File: config.mk
export PLATFORM = sky130hd
export DESIGN_NAME = divider_flat
export DESIGN_NICKNAME = d
export VERILOG_FILES = /design/src/rtl/divider_pkg.sv /design/src/rtl/divider_if.sv /design/src/rtl/divider_step.sv /design/src/rtl/divider.sv /design/src/flat_wrapper.sv
export SDC_FILE = /design/constraint.sdc
export NUM_CORES = 1
export LEC_CHECK = 0
export CELL_PAD_IN_SITES_DETAIL_PLACEMENT = 0
export CELL_PAD_IN_SITES_GLOBAL_PLACEMENT = 2
export CORE_ASPECT_RATIO = 0.8
export CORE_MARGIN = 2
export CORE_UTILIZATION = 37
export DETAILED_ROUTE_END_ITERATION = 16
export PLACE_DENSITY_LB_ADDON = 0.1
export REMOVE_ABC_BUFFERS = 1
export SYNTH_ARGS = -nofsm -noshare
export SYNTH_HDL_FRONTEND = slang
export SYNTH_HIERARCHICAL = 1
export SYNTH_SLANG_ARGS = --single-unit
export TNS_END_PERCENT = 5
File: constraint.sdc
create_clock -name i_clock -period 6.1 [get_ports i_clock]
set_input_delay 0.61 -clock i_clock [delete_from_list [all_inputs] [get_ports i_clock]]
set_output_delay 0.61 -clock i_clock [all_outputs]
set_load 0.01 [all_outputs]
File: src/rtl/divider_pkg.sv
// rtl/divider_pkg.sv - shared state encoding and width helper for the iterative divider
package divider_pkg;

  typedef enum logic [1:0] {
    IDLE = 2'd0,
    RUN  = 2'd1,
    DONE = 2'd2
  } state_t;

  // Counter width able to hold the value n (iteration count loaded at start).
  function automatic int count_width(input int n);
    return $clog2(n + 1);
  endfunction

endpackage

File: src/rtl/divider_if.sv
// rtl/divider_if.sv - start/operand and result bundle between controller and divider
interface divider_if #(
  parameter int N = 4
);
  logic         i_start;
  logic [N-1:0] i_dividend;
  logic [N-1:0] i_divisor;
  logic         o_finished;
  logic [N-1:0] o_quotient;
  logic [N-1:0] o_remainder;
  logic         o_divide_by_zero;

  modport master (
    output i_start, i_dividend, i_divisor,
    input  o_finished, o_quotient, o_remainder, o_divide_by_zero
  );

  modport slave (
    input  i_start, i_dividend, i_divisor,
    output o_finished, o_quotient, o_remainder, o_divide_by_zero
  );
endinterface

File: src/rtl/divider_step.sv
// rtl/divider_step.sv - one combinational restoring-division iteration
module divider_step #(
  parameter int N = 4
) (
  input  logic [N-1:0] r_in,
  input  logic [N-1:0] q_in,
  input  logic [N-1:0] divisor,
  output logic [N-1:0] r_out,
  output logic [N-1:0] q_out
);

  logic [N:0]   r_shift;
  logic [N-1:0] r_diff;
  logic         below;

  // Shift {R,Q} left, trial-subtract the divisor and restore when it does not fit.
  // The shifted remainder needs N+1 bits for the compare, but a successful
  // subtraction always lands below the divisor, so N bits hold the difference.
  always_comb begin
    r_shift = {r_in, q_in[N-1]};
    below   = (r_shift < {1'b0, divisor});
    r_diff  = r_shift[N-1:0] - divisor;
    r_out   = below ? r_shift[N-1:0] : r_diff;
    q_out   = {q_in[N-2:0], ~below};
  end

endmodule

File: src/rtl/divider.sv
// rtl/divider.sv - multi-cycle restoring divider top (optional signed mode: DIVIDER_SIGNED_EN)
module divider
  import divider_pkg::*;
#(
  parameter int N = 4
) (
  input  logic     i_clock,
  input  logic     i_reset,
  divider_if.slave bus
);

  localparam int             CW    = count_width(N);
  localparam logic [CW-1:0]  CNT_N = CW'(N);
  localparam logic [CW-1:0]  CNT_1 = CW'(1);

  state_t        state_q, state_d;
  logic [CW-1:0] count_q, count_d;
  logic [N-1:0]  r_q, r_d;
  logic [N-1:0]  q_q, q_d;
  logic [N-1:0]  divisor_q, divisor_d;
  logic [N-1:0]  dividend_q, dividend_d;
  logic          zero_q, zero_d;
  logic          finished_q, finished_d;
  logic          dbz_q, dbz_d;
  logic [N-1:0]  quotient_q, quotient_d;
  logic [N-1:0]  remainder_q, remainder_d;
  logic [N-1:0]  step_r, step_q;
  logic [N-1:0]  dividend_mag, divisor_mag;
  logic [N-1:0]  quotient_fix, remainder_fix;
`ifdef DIVIDER_SIGNED_EN
  logic          neg_quot_q, neg_quot_d;
  logic          neg_rem_q, neg_rem_d;
`endif

  divider_step #(.N(N)) u_step (
    .r_in    (r_q),
    .q_in    (q_q),
    .divisor (divisor_q),
    .r_out   (step_r),
    .q_out   (step_q)
  );

  // Operand magnitudes fed to the unsigned core and sign fix-up of the final step.
  always_comb begin
`ifdef DIVIDER_SIGNED_EN
    dividend_mag  = bus.i_dividend[N-1] ? -bus.i_dividend : bus.i_dividend;
    divisor_mag   = bus.i_divisor[N-1]  ? -bus.i_divisor  : bus.i_divisor;
    quotient_fix  = neg_quot_q ? -step_q : step_q;
    remainder_fix = neg_rem_q  ? -step_r : step_r;
`else
    dividend_mag  = bus.i_dividend;
    divisor_mag   = bus.i_divisor;
    quotient_fix  = step_q;
    remainder_fix = step_r;
`endif
  end

  // State and datapath registers; reset aborts any operation in flight.
  always_ff @(posedge i_clock or negedge i_reset) begin
    if (!i_reset) begin
      state_q     <= IDLE;
      count_q     <= '0;
      r_q         <= '0;
      q_q         <= '0;
      divisor_q   <= '0;
      dividend_q  <= '0;
      zero_q      <= 1'b0;
      finished_q  <= 1'b0;
      dbz_q       <= 1'b0;
      quotient_q  <= '0;
      remainder_q <= '0;
`ifdef DIVIDER_SIGNED_EN
      neg_quot_q  <= 1'b0;
      neg_rem_q   <= 1'b0;
`endif
    end else begin
      state_q     <= state_d;
      count_q     <= count_d;
      r_q         <= r_d;
      q_q         <= q_d;
      divisor_q   <= divisor_d;
      dividend_q  <= dividend_d;
      zero_q      <= zero_d;
      finished_q  <= finished_d;
      dbz_q       <= dbz_d;
      quotient_q  <= quotient_d;
      remainder_q <= remainder_d;
`ifdef DIVIDER_SIGNED_EN
      neg_quot_q  <= neg_quot_d;
      neg_rem_q   <= neg_rem_d;
`endif
    end
  end

  // Next state: start is honoured only outside RUN; RUN ends when the last count is consumed.
  always_comb begin
    state_d = state_q;
    case (state_q)
      IDLE, DONE: if (bus.i_start) state_d = RUN;
      RUN:        if (count_q == CNT_1) state_d = DONE;
      default:    state_d = IDLE;
    endcase
  end

  // Datapath and result registers; a zero divisor runs a single dummy cycle so it reaches DONE after one clock.
  always_comb begin
    count_d     = count_q;
    r_d         = r_q;
    q_d         = q_q;
    divisor_d   = divisor_q;
    dividend_d  = dividend_q;
    zero_d      = zero_q;
    finished_d  = finished_q;
    dbz_d       = dbz_q;
    quotient_d  = quotient_q;
    remainder_d = remainder_q;
`ifdef DIVIDER_SIGNED_EN
    neg_quot_d  = neg_quot_q;
    neg_rem_d   = neg_rem_q;
`endif
    case (state_q)
      IDLE, DONE: begin
        if (bus.i_start) begin
          finished_d = 1'b0;
          dbz_d      = 1'b0;
          dividend_d = bus.i_dividend;
          divisor_d  = divisor_mag;
          r_d        = '0;
          q_d        = dividend_mag;
          zero_d     = (bus.i_divisor == '0);
          count_d    = (bus.i_divisor == '0) ? CNT_1 : CNT_N;
`ifdef DIVIDER_SIGNED_EN
          neg_quot_d = bus.i_dividend[N-1] ^ bus.i_divisor[N-1];
          neg_rem_d  = bus.i_dividend[N-1];
`endif
        end
      end
      RUN: begin
        r_d     = step_r;
        q_d     = step_q;
        count_d = count_q - CNT_1;
        if (count_q == CNT_1) begin
          finished_d = 1'b1;
          if (zero_q) begin
            dbz_d       = 1'b1;
            quotient_d  = '1;
            remainder_d = dividend_q;
          end else begin
            quotient_d  = quotient_fix;
            remainder_d = remainder_fix;
          end
        end
      end
      default: ;
    endcase
  end

  assign bus.o_finished       = finished_q;
  assign bus.o_divide_by_zero = dbz_q;
  assign bus.o_quotient       = quotient_q;
  assign bus.o_remainder      = remainder_q;

endmodule

File: src/flat_wrapper.sv
// flat-port wrapper written by rule: the top's interface ports become plain ports
module divider_flat import divider_pkg::*;
#(
  parameter int N = 4
)
  (i_clock, i_reset, bus_i_start, bus_i_dividend, bus_i_divisor, bus_o_finished, bus_o_quotient, bus_o_remainder, bus_o_divide_by_zero);
  divider_if #(.N(N)) bus_i ();
  input  logic i_clock;
  input  logic i_reset;
  input wire logic [$bits(bus_i.i_start)-1:0] bus_i_start;
  input wire logic [$bits(bus_i.i_dividend)-1:0] bus_i_dividend;
  input wire logic [$bits(bus_i.i_divisor)-1:0] bus_i_divisor;
  output wire logic [$bits(bus_i.o_finished)-1:0] bus_o_finished;
  output wire logic [$bits(bus_i.o_quotient)-1:0] bus_o_quotient;
  output wire logic [$bits(bus_i.o_remainder)-1:0] bus_o_remainder;
  output wire logic [$bits(bus_i.o_divide_by_zero)-1:0] bus_o_divide_by_zero;
  assign bus_i.i_start = bus_i_start;
  assign bus_i.i_dividend = bus_i_dividend;
  assign bus_i.i_divisor = bus_i_divisor;
  assign bus_o_finished = bus_i.o_finished;
  assign bus_o_quotient = bus_i.o_quotient;
  assign bus_o_remainder = bus_i.o_remainder;
  assign bus_o_divide_by_zero = bus_i.o_divide_by_zero;
  divider #(.N(N)) u_core (.i_clock(i_clock), .i_reset(i_reset), .bus(bus_i));
endmodule
# Word level (Yosys, flattened, before mapping)
# Index checks and enable logic that the tools add are counted.
[classes]
n_addsub = 2
magnitude_cmp = 1
eq_ne = 6
n_mux = 19
bitwise_logic = 1
reduce_logical = 10
[op_table]
columns = ["operator", "count"]
rows = [
  ["$mux W4", 5],
  ["$pmux W4 S2", 2],
  ["$reduce_and A2 Y1", 4],
  ["$mux W3", 2],
  ["$pmux W3 S2", 1],
  ["$lt A5 B4 Y1", 1],
  ["$logic_not A4 Y1", 1],
  ["$mux W1", 4],
  ["$mux W2", 2],
  ["$ne A2 B1 Y1 const B", 2],
  ["$pmux W1 S2", 2],
  ["$pmux W2 S2", 1],
  ["$reduce_and A4 Y1", 1],
  ["$sub A4 B4 Y4", 1],
  ["$eq A3 B1 Y1 const B", 1],
  ["$reduce_and A3 Y1", 1],
  ["$sub A3 B1 Y3 const B", 1],
  ["$eq A2 B1 Y1 const B", 1],
  ["$eq A2 B2 Y1 const B", 1],
  ["$logic_not A2 Y1", 1],
  ["$ne A2 B2 Y1 const B", 1],
  ["$reduce_bool A2 Y1", 1],
  ["$reduce_or A2 Y1", 1],
  ["$not A1 Y1", 1],
]
[word_totals]
ff_bits = 32
inputBits = 11
out_inout_bits = 10
wordCells = 50

# Longest topological paths before layout
# Gate-level depths: netlist (run 1).
[depth]
word_depth = 4
ltp_mapped = 8
mapped_depth_nobuf = 8

# Cells and area by module
# Netlist (run 1), hierarchy kept.
[by_module_without_submodules]
columns = ["module", "instances", "cells_each", "area_per_inst_um2", "seq_area_each_um2"]
rows = [
  ["divider", 1, 122, 1360.1, 800.8],
  ["divider_step", 1, 27, 222.7, 0.0],
]

# Worst setup path after synthesis (run 1)
# Ideal clock, no wire load.
[synth_timing]
path_type = "flip-flop to flip-flop"
startpoint = "reg u_core.r_q[0]"
endpoint = "reg u_core.r_q[2]"
setup_ns = 0.121
t_arrival_ns = 1.824
required_ns = 5.979
path_slack_ns = 4.155
path_stages_with_launch = 7
path_buffers = 0
period_less_slack_ns = 1.945
cell_sequence = "dfrtp_1 ha_1 nor2b_1 o31a_1 nor3_4 mux2_2 a22o_1"
[synth_via]
elab_chain_cells = 3
elab_cells_between_ends = 4
cone_classes = "add/sub (1); order compare (1); mux (2)"
[synth_rtl]
columns = ["item", "line_no", "source"]
rows = [
  ["start, declared", "divider.sv:18", "logic [N-1:0] r_q, r_d;"],
  ["start signal, assigned", "divider.sv:79", "r_q <= r_d;"],
  ["$sub A4 B4 Y4 or $lt A5 B4 Y1 (tied branches)", "divider_step.sv:22, divider_step.sv:21", ""],
  ["$mux W4 *", "divider_step.sv:23", "r_out = below ? r_shift[N-1:0] : r_diff;"],
  ["named net u_core.remainder_fix[2]", "divider.sv:29", "logic [N-1:0] quotient_fix, remainder_fix;"],
  ["$pmux W4 S2 *", "divider.sv:121", "case (state_q)"],
]
# The timed path passes the listed nets; every way through them passes the cells marked *.
# A chain may end at the register's enable or synchronous reset.

# Worst setup path after layout (run 1)
[layout_timing]
startpoint = "reg u_core.r_q[0]"
endpoint = "reg u_core.remainder_q[2] (netlist: u_core/bus.o_remainder[2])"
[layout_via]
elab_chain_cells = 3
elab_cells_between_ends = 4
cone_classes = "add/sub (1); order compare (1); mux (2)"
[layout_rtl]
columns = ["item", "line_no", "source"]
rows = [
  ["$sub A4 B4 Y4 or $lt A5 B4 Y1 (tied branches)", "divider_step.sv:22, divider_step.sv:21", ""],
  ["$mux W4 *", "divider_step.sv:23", ""],
  ["named net u_core.remainder_fix[2]", "divider.sv:29", ""],
  ["$mux W4 *", "divider.sv:144", "if (zero_q) begin"],
  ["end signal, assigned", "divider.sv:87", "remainder_q <= remainder_d;"],
  ["end, declared", "divider.sv:26", "logic [N-1:0] remainder_q, remainder_d;"],
]
# Marked as above.

==> metrics.cfg, run 1 <==
[synthesis]
synthFlopType=dfrtp_1
synthArstFlopShare_pct=100
synth_compound_area_share_pct=12.8
synth_mux_area_share_pct=5.22
synth.area.top_cells=dfrtp_1, ha_1, nand2_1, mux2i_1, nor2_1
yosysSeqAreaShare_pct=50.6
synth.lib_cells_used.distinct=38
syn_area_um2=1580
ys_ff_latch=32
synth_cells=149
synth_top_area_share_pct=50.6
yosys.area_share.simple_pct=17.9
yosys.area.top_type=dfrtp_1
syn-mean-instance-area_um2=10.6
synth_edf_count=0
synth_xor_area_share_pct=0.553
synth_top_family_by_area=simple AND/OR/NAND/NOR gates
ys.warnings.count=6
yosys.area_share.adder_pct=6.01

[final_layout]
regArea_um2=801
multi_input_area_um2=673
fin_area_um2=1890
fillCellCount=424
area_delta_synth_final_pct=19.7
final_cell_mix=dfrtp_1, clkdlybuf4s50_1, nand2_1
antenna-diode-count=0
fin_nets=185
drive_above_1_share_pct=9.52
layout_commonest_cell=dfrtp_1

[clocking]
htree_levels=2
clk_latency_ns=0.29
clk_pin_slew_ns=0.07
cts_resized=0
cts_tree=built
cts.path.max_buffers=2
cts-hold-fix-buffers=0
root_buffer=clkbuf_8
cts_num_sinks=32
postCtsSetupRepairBufs=0
cts_buffers=5

[floorplan]
ios=21
die_w_um=77.1
rows=21
die_h_um=62.5
die_area_um2=4820
core-area_um2=4150
initial_core_util_pct=38.1

[place]
gp_congestion=0.704
portBuffers=20
placed_area_um2=1780
dp_hpwl_um=2250

[timing]
final-hold-violation-count=0
maxSlewHeadroom_pct=64.5
grt_setup_unrepaired=false
final.period_utilization_pct=34.7
max_slew.worst_pin.slew_ns=0.532
finalSetupTns_ns=0
min_period_ns=2.12
setup_violations=0
max_freq_ghz=0.472
clock_skew_ns=0.00522
slew_violations=0

[worst_setup_path]
crit_arrival_ns=2.28
crit_buf_inv=0
critPathCaptureType=flop
startpoint=u_core/r_q[0]$_DFFE_PN0P_
startpoint_type=flop
path_cells=ha_1 > nor2b_1 > o31a_1 > nor3_4 > mux2_2 > mux2i_1 > a21oi_1
r2r_start=u_core/r_q[0]$_DFFE_PN0P_
criticalPathCategory=reg -> reg
cp_slowest_cell=dfrtp_1
critPathMaxStageDelay_ns=0.43
critPathTopFamily=multiplexers
critPathRequiredTime_ns=6.26
critPathMaxFanout=4

[routing]
via_per_inst=4.83
drc=0
dr.pass1.iters=4
drt_iter0_markers=51
vias=1086
wl_per_cell_um=14.2
ant_nets=0
wl_um=3190

[global_routing]
grt_pass1_vias=1173
grt_overflow=0
grt_pass1_wl_um=5510
grt_usage_pct=15.1
antenna_found_initial=0
grt_max_degree=33

[power_and_ir_drop]
p_clk_share_pct=17.6
p_leak_nw=0.877
p_switching_mw=0.439
switching_share_pct=38.0
p_int_mw=0.716
p_per_area_nw_per_um2=610
ir_drop_mv=0.237
power.share.combinational_pct=47.5
pwr-share-seq_pct=34.9

[hold_path]
hold_path_class=reg -> reg
hp-start=u_core/divisor_q[1]$_DFFE_PN0P_

[run]
max-cap-violations=0

[run_status]
status=completed

-- cell usage after synthesis, types with 2 or more instances --
cell type	count
a22o_1	4
ha_1	6
buf_2	3
dfrtp_1	32
nor2b_1	2
inv_1	8
mux2i_1	6
a21o_1	4
nor3b_1	2
nor3_1	2
and2_1	3
nand2b_1	2
o21ai_0	3
buf_6	3
nor2_1	16
buf_4	4
a221o_1	3
a21oi_1	8
nand2_1	18
mux2_2	2
-- worst min-delay path, cell delays in order, from the launching register on --
cell and delay [ns]:
dfrtp_1 0.34, nand2_1 0.05, nand2_1 0.05
-- cells by family (layout without fill, tap and decap cells) --
kind of cell               after synthesis  after routing
AOI/OAI and AO/OA                       29             29
muxes                                    8              8
buffers and inverters                   18             37
and+or+nand+nor                         54             54
adders and majority gates                7              7
xor gates and xnor gates                 1              1
DFF                                     32             32
-- registers in the layout, summed over array words and instances, names as in the netlist --
| register | cells |
|---|---|
| u_core/bus.o_remainder | 4 |
| u_core/q_q | 4 |
| u_core/bus.o_divide_by_zero | 1 |
| u_core/state_q | 2 |
| u_core/r_q | 4 |
| u_core/bus.o_quotient | 4 |
| u_core/bus.o_finished | 1 |
| u_core/dividend_q | 4 |
| u_core/zero_q | 1 |
| u_core/count_q | 3 |
| u_core/divisor_q | 4 |
-- layout make-up --
type | instances | area share, %
Clock buffer | 5 | 3.63
Sequential cell | 32 | 42.3
Inverter | 8 | 1.59
Timing Repair Buffer | 21 | 11.0
Multi-Input combinational cell | 99 | 35.5
Tap cell | 57 | 3.76
Clock inverter | 3 | 2.25
-- layer usage --
metal  part of all wire (%)  track usage, %  up-vias  wire length (µm)
met2                     44            22.8       21              1390
li1                       -               -      542                 -
met4                    1.9            7.81        0                61
met3                    4.0            4.62        7               128
met1                     51            19.5      516              1610
met5                      0               0        -                 0
-- stage by stage --
step | std cells | hold slack, ns | setup slack [ns] | util (%) | total power, mW
floorplan | 139 | 0.314 | 4.15 | - | 0.775
global placement | 217 | 0.460 | 4.05 | 42.9 | 0.942
global route | 225 | 0.505 | 3.86 | 45.6 | 1.26
detailed placement | 217 | 0.462 | 4.02 | 42.9 | 0.957
CTS | 225 | 0.479 | 3.99 | 45.6 | 1.17
finish | 225 | 0.473 | 3.98 | 45.6 | 1.16
-- power groups by stage --
stage               sequential [mW]  combinational, mW  clock [mW]
floorplan                     0.401              0.374           0
global placement              0.405              0.537           0
detailed placement            0.408              0.549           0
CTS                           0.404              0.555       0.209
global route                  0.419              0.619       0.221
finish                        0.403              0.549       0.203
-- final timing paths --
check	endpoint	slack, ns	cells past startpoint
max	u_core/bus.o_remainder[2]$_DFFE_PN0P_	3.98	7
min	u_core/divisor_q[1]$_DFFE_PN0P_	0.47	2
max reg2reg	u_core/bus.o_remainder[2]$_DFFE_PN0P_	3.98	7
min reg2reg	u_core/divisor_q[1]$_DFFE_PN0P_	0.47	2
max in group asynchronous	u_core/q_q[3]$_DFFE_PN0P_	5.08	2
min in group asynchronous	u_core/q_q[0]$_DFFE_PN0P_	0.73	2
Power figures use the tool's default switching activity.
==> run 2: changes to the inputs <==
CORE_UTILIZATION = 31   (was 37)
clock period = 1.71 ns   (was 6.1 ns; I/O delays follow)
==> metrics.cfg, run 2 (synthesis gave the netlist of run 1 again) <==
[clocking]
clk_pin_slew_ns=0.07  ; about the same
htree_levels=2  ; unchanged
cts_tree=built
root_buffer=clkbuf_8
cts_buffers=5  ; unchanged
cts_num_sinks=32  ; unchanged
clk_latency_ns=0.29  ; about the same
cts.path.max_buffers=2  ; unchanged

[routing]
wl_per_cell_um=14.8  ; +4.2%
drt_iter0_markers=45  ; -12%
drc=0  ; unchanged
dr_wl_met3_um=139  ; +8.6%
wl_um=3590  ; +13%
top_layer=met4
ant_nets=0  ; unchanged
via_per_inst=4.80  ; -0.59%
routed-wl-met2_um=1580  ; +14%
wl_met1_um=1810  ; +12%
vias=1166  ; +7.4%
dr.pass1.iters=4  ; unchanged

[global_routing]
grt_max_degree=33  ; unchanged
grt_usage_pct=13.6  ; -1.5 points
antenna_found_initial=0  ; unchanged
grt_pass1_wl_um=5790  ; +5.0%
grt_pass1_vias=1150  ; -2.0%
grt_overflow=0  ; unchanged

[worst_setup_path]
path_cells=inv_2 > ha_4 > nor2b_4 > o31a_1 > nor3_4 > buf_4 > mux2i_2 > mux2i_1 > a21oi_1
critPathMaxStageDelay_ns=0.38  ; -0.05 ns
critPathRequiredTime_ns=1.93  ; -4.33 ns
criticalPathCategory=reg -> reg
critPathTopFamily=compound AO/OA/AOI/OAI gates
crit_buf_inv=2  ; +2
cp_slowest_cell=dfrtp_1
critPathMaxFanout=4  ; unchanged
critPathCaptureType=flop
startpoint_type=flop
crit_arrival_ns=2.29  ; about the same

[place]
gp_congestion=0.748  ; +6.3%
portBuffers=20  ; unchanged
dp.cells=233  ; +7.4%
dp_hpwl_um=2470  ; +9.8%
dp_slack_ns=-0.295  ; -4.31 ns

[timing]
final.period_utilization_pct=121  ; +87 points
clock_skew_ns=0.0111  ; +0.00587 ns
fin_ws_ns=-0.367  ; -4.35 ns
setup_violations=9  ; +9
min_period_ns=2.08  ; -0.0429 ns
max_slew.worst_pin.slew_ns=0.487  ; -0.0448 ns
max_freq_ghz=0.482  ; +2.1%
maxSlewHeadroom_pct=67.5  ; +3.0 points
slew_violations=0  ; unchanged
final-hold-violation-count=0  ; unchanged
grt_setup_unrepaired=true

[floorplan]
die_w_um=83.9  ; +8.8%
die_h_um=67.9  ; +8.7%
core-area_um2=4980  ; +20%
rows=23  ; +9.5%
ios=21  ; unchanged
initial_core_util_pct=31.8  ; -6.3 points
die_area_um2=5700  ; +18%

[hold_path]
hold_path_class=in -> async

[final_layout]
fin_nets=198  ; +7.0%
area_delta_synth_final_pct=29.6
antenna-diode-count=0  ; unchanged
fillCellCount=510  ; +20%
final_cell_mix=dfrtp_1, clkdlybuf4s50_1, nand2_1
layout.cells.non_filler=243  ; +8.0%
drive_above_1_share_pct=18.8  ; +9.3 points
final_util_pct=41.2  ; -4.4 points
layout_commonest_cell=dfrtp_1

[power_and_ir_drop]
ir_drop_mv=0.622  ; +160%
p_leak_nw=0.964  ; +10%
p_per_area_nw_per_um2=2260  ; +270%
p_total_mw=4.63  ; +300%

[run]
max-cap-violations=0  ; unchanged

[run_status]
status=finished with violations
violations=negative setup slack

run 2: cell types whose count changed in the layout (fill, tap and decap cells not counted), moves of 2 or more:
cell	previous run	this run
buf_4	1	14
clkbuf_8	5	7
mux2_2	2	0
mux2_4	0	2
run 2: routing by layer:
| metal | track usage (%) | vias up |
|---|---|---|
| li1 | - | 567 |
| met1 | 18.9 | 565 |
| met2 | 19.9 | 26 |
| met3 | 3.74 | 8 |
| met4 | 6.05 | 0 |
| met5 | 0 | - |
run 2: where the power goes:
part           internal, mW  switching [mW]
sequential             1.13           0.299
clock                 0.514           0.280
combinational          1.30            1.10
run 2: final cells by class:
class	instances	area (µm²)	share of cell area [%]
flip-flops and latches	32	801	39.0
clock inverters	1	30.0	1.46
repair buffers	34	305	14.9
multi-input cells	99	711	34.7
clock buffers	7	96.3	4.70
inverters	8	30.0	1.46
well taps	62	77.6	3.78
run 2: per-stage QoR:
step / hold WS [ns] / TNS, ns / instance area [µm²]
after floorplan: -0.125 / -1.08 / 1500
after global placement: 0.461 / -1.44 / 1870
after detailed placement: 0.466 / -1.65 / 1870
after CTS: 0.301 / -1.64 / 2000
after global routing: 0.337 / -3.29 / 2050
final: 0.287 / -2.55 / 2050
run 2: what timing repair did:
item                                    4_1_cts  5_1_grt
hold buffers                                  0        0
pin swaps                                     0        6
endpoints found under the setup margin        8       10
gates resized for setup                       1        7
buffers inserted                              0        2
run 2: path summary, 6_finish.rpt:
path                                            startpoint                               endpoint  slack (ns)  depth (start not counted)
setup reg to reg           u_core/divisor_q[1]$_DFFE_PN0P_  u_core/bus.o_remainder[0]$_DFFE_PN0P_       -0.37                          9
hold / removal                                     i_reset  u_core/bus.o_remainder[1]$_DFFE_PN0P_        0.29                          2
min in group i_clock                      bus_i_divisor[0]        u_core/divisor_q[0]$_DFFE_PN0P_        0.45                          3
hold reg to reg            u_core/divisor_q[2]$_DFFE_PN0P_        u_core/divisor_q[2]$_DFFE_PN0P_        0.48                          2
setup / recovery           u_core/divisor_q[1]$_DFFE_PN0P_  u_core/bus.o_remainder[0]$_DFFE_PN0P_       -0.37                          9
max in group asynchronous                          i_reset              u_core/r_q[0]$_DFFE_PN0P_        1.11                          2
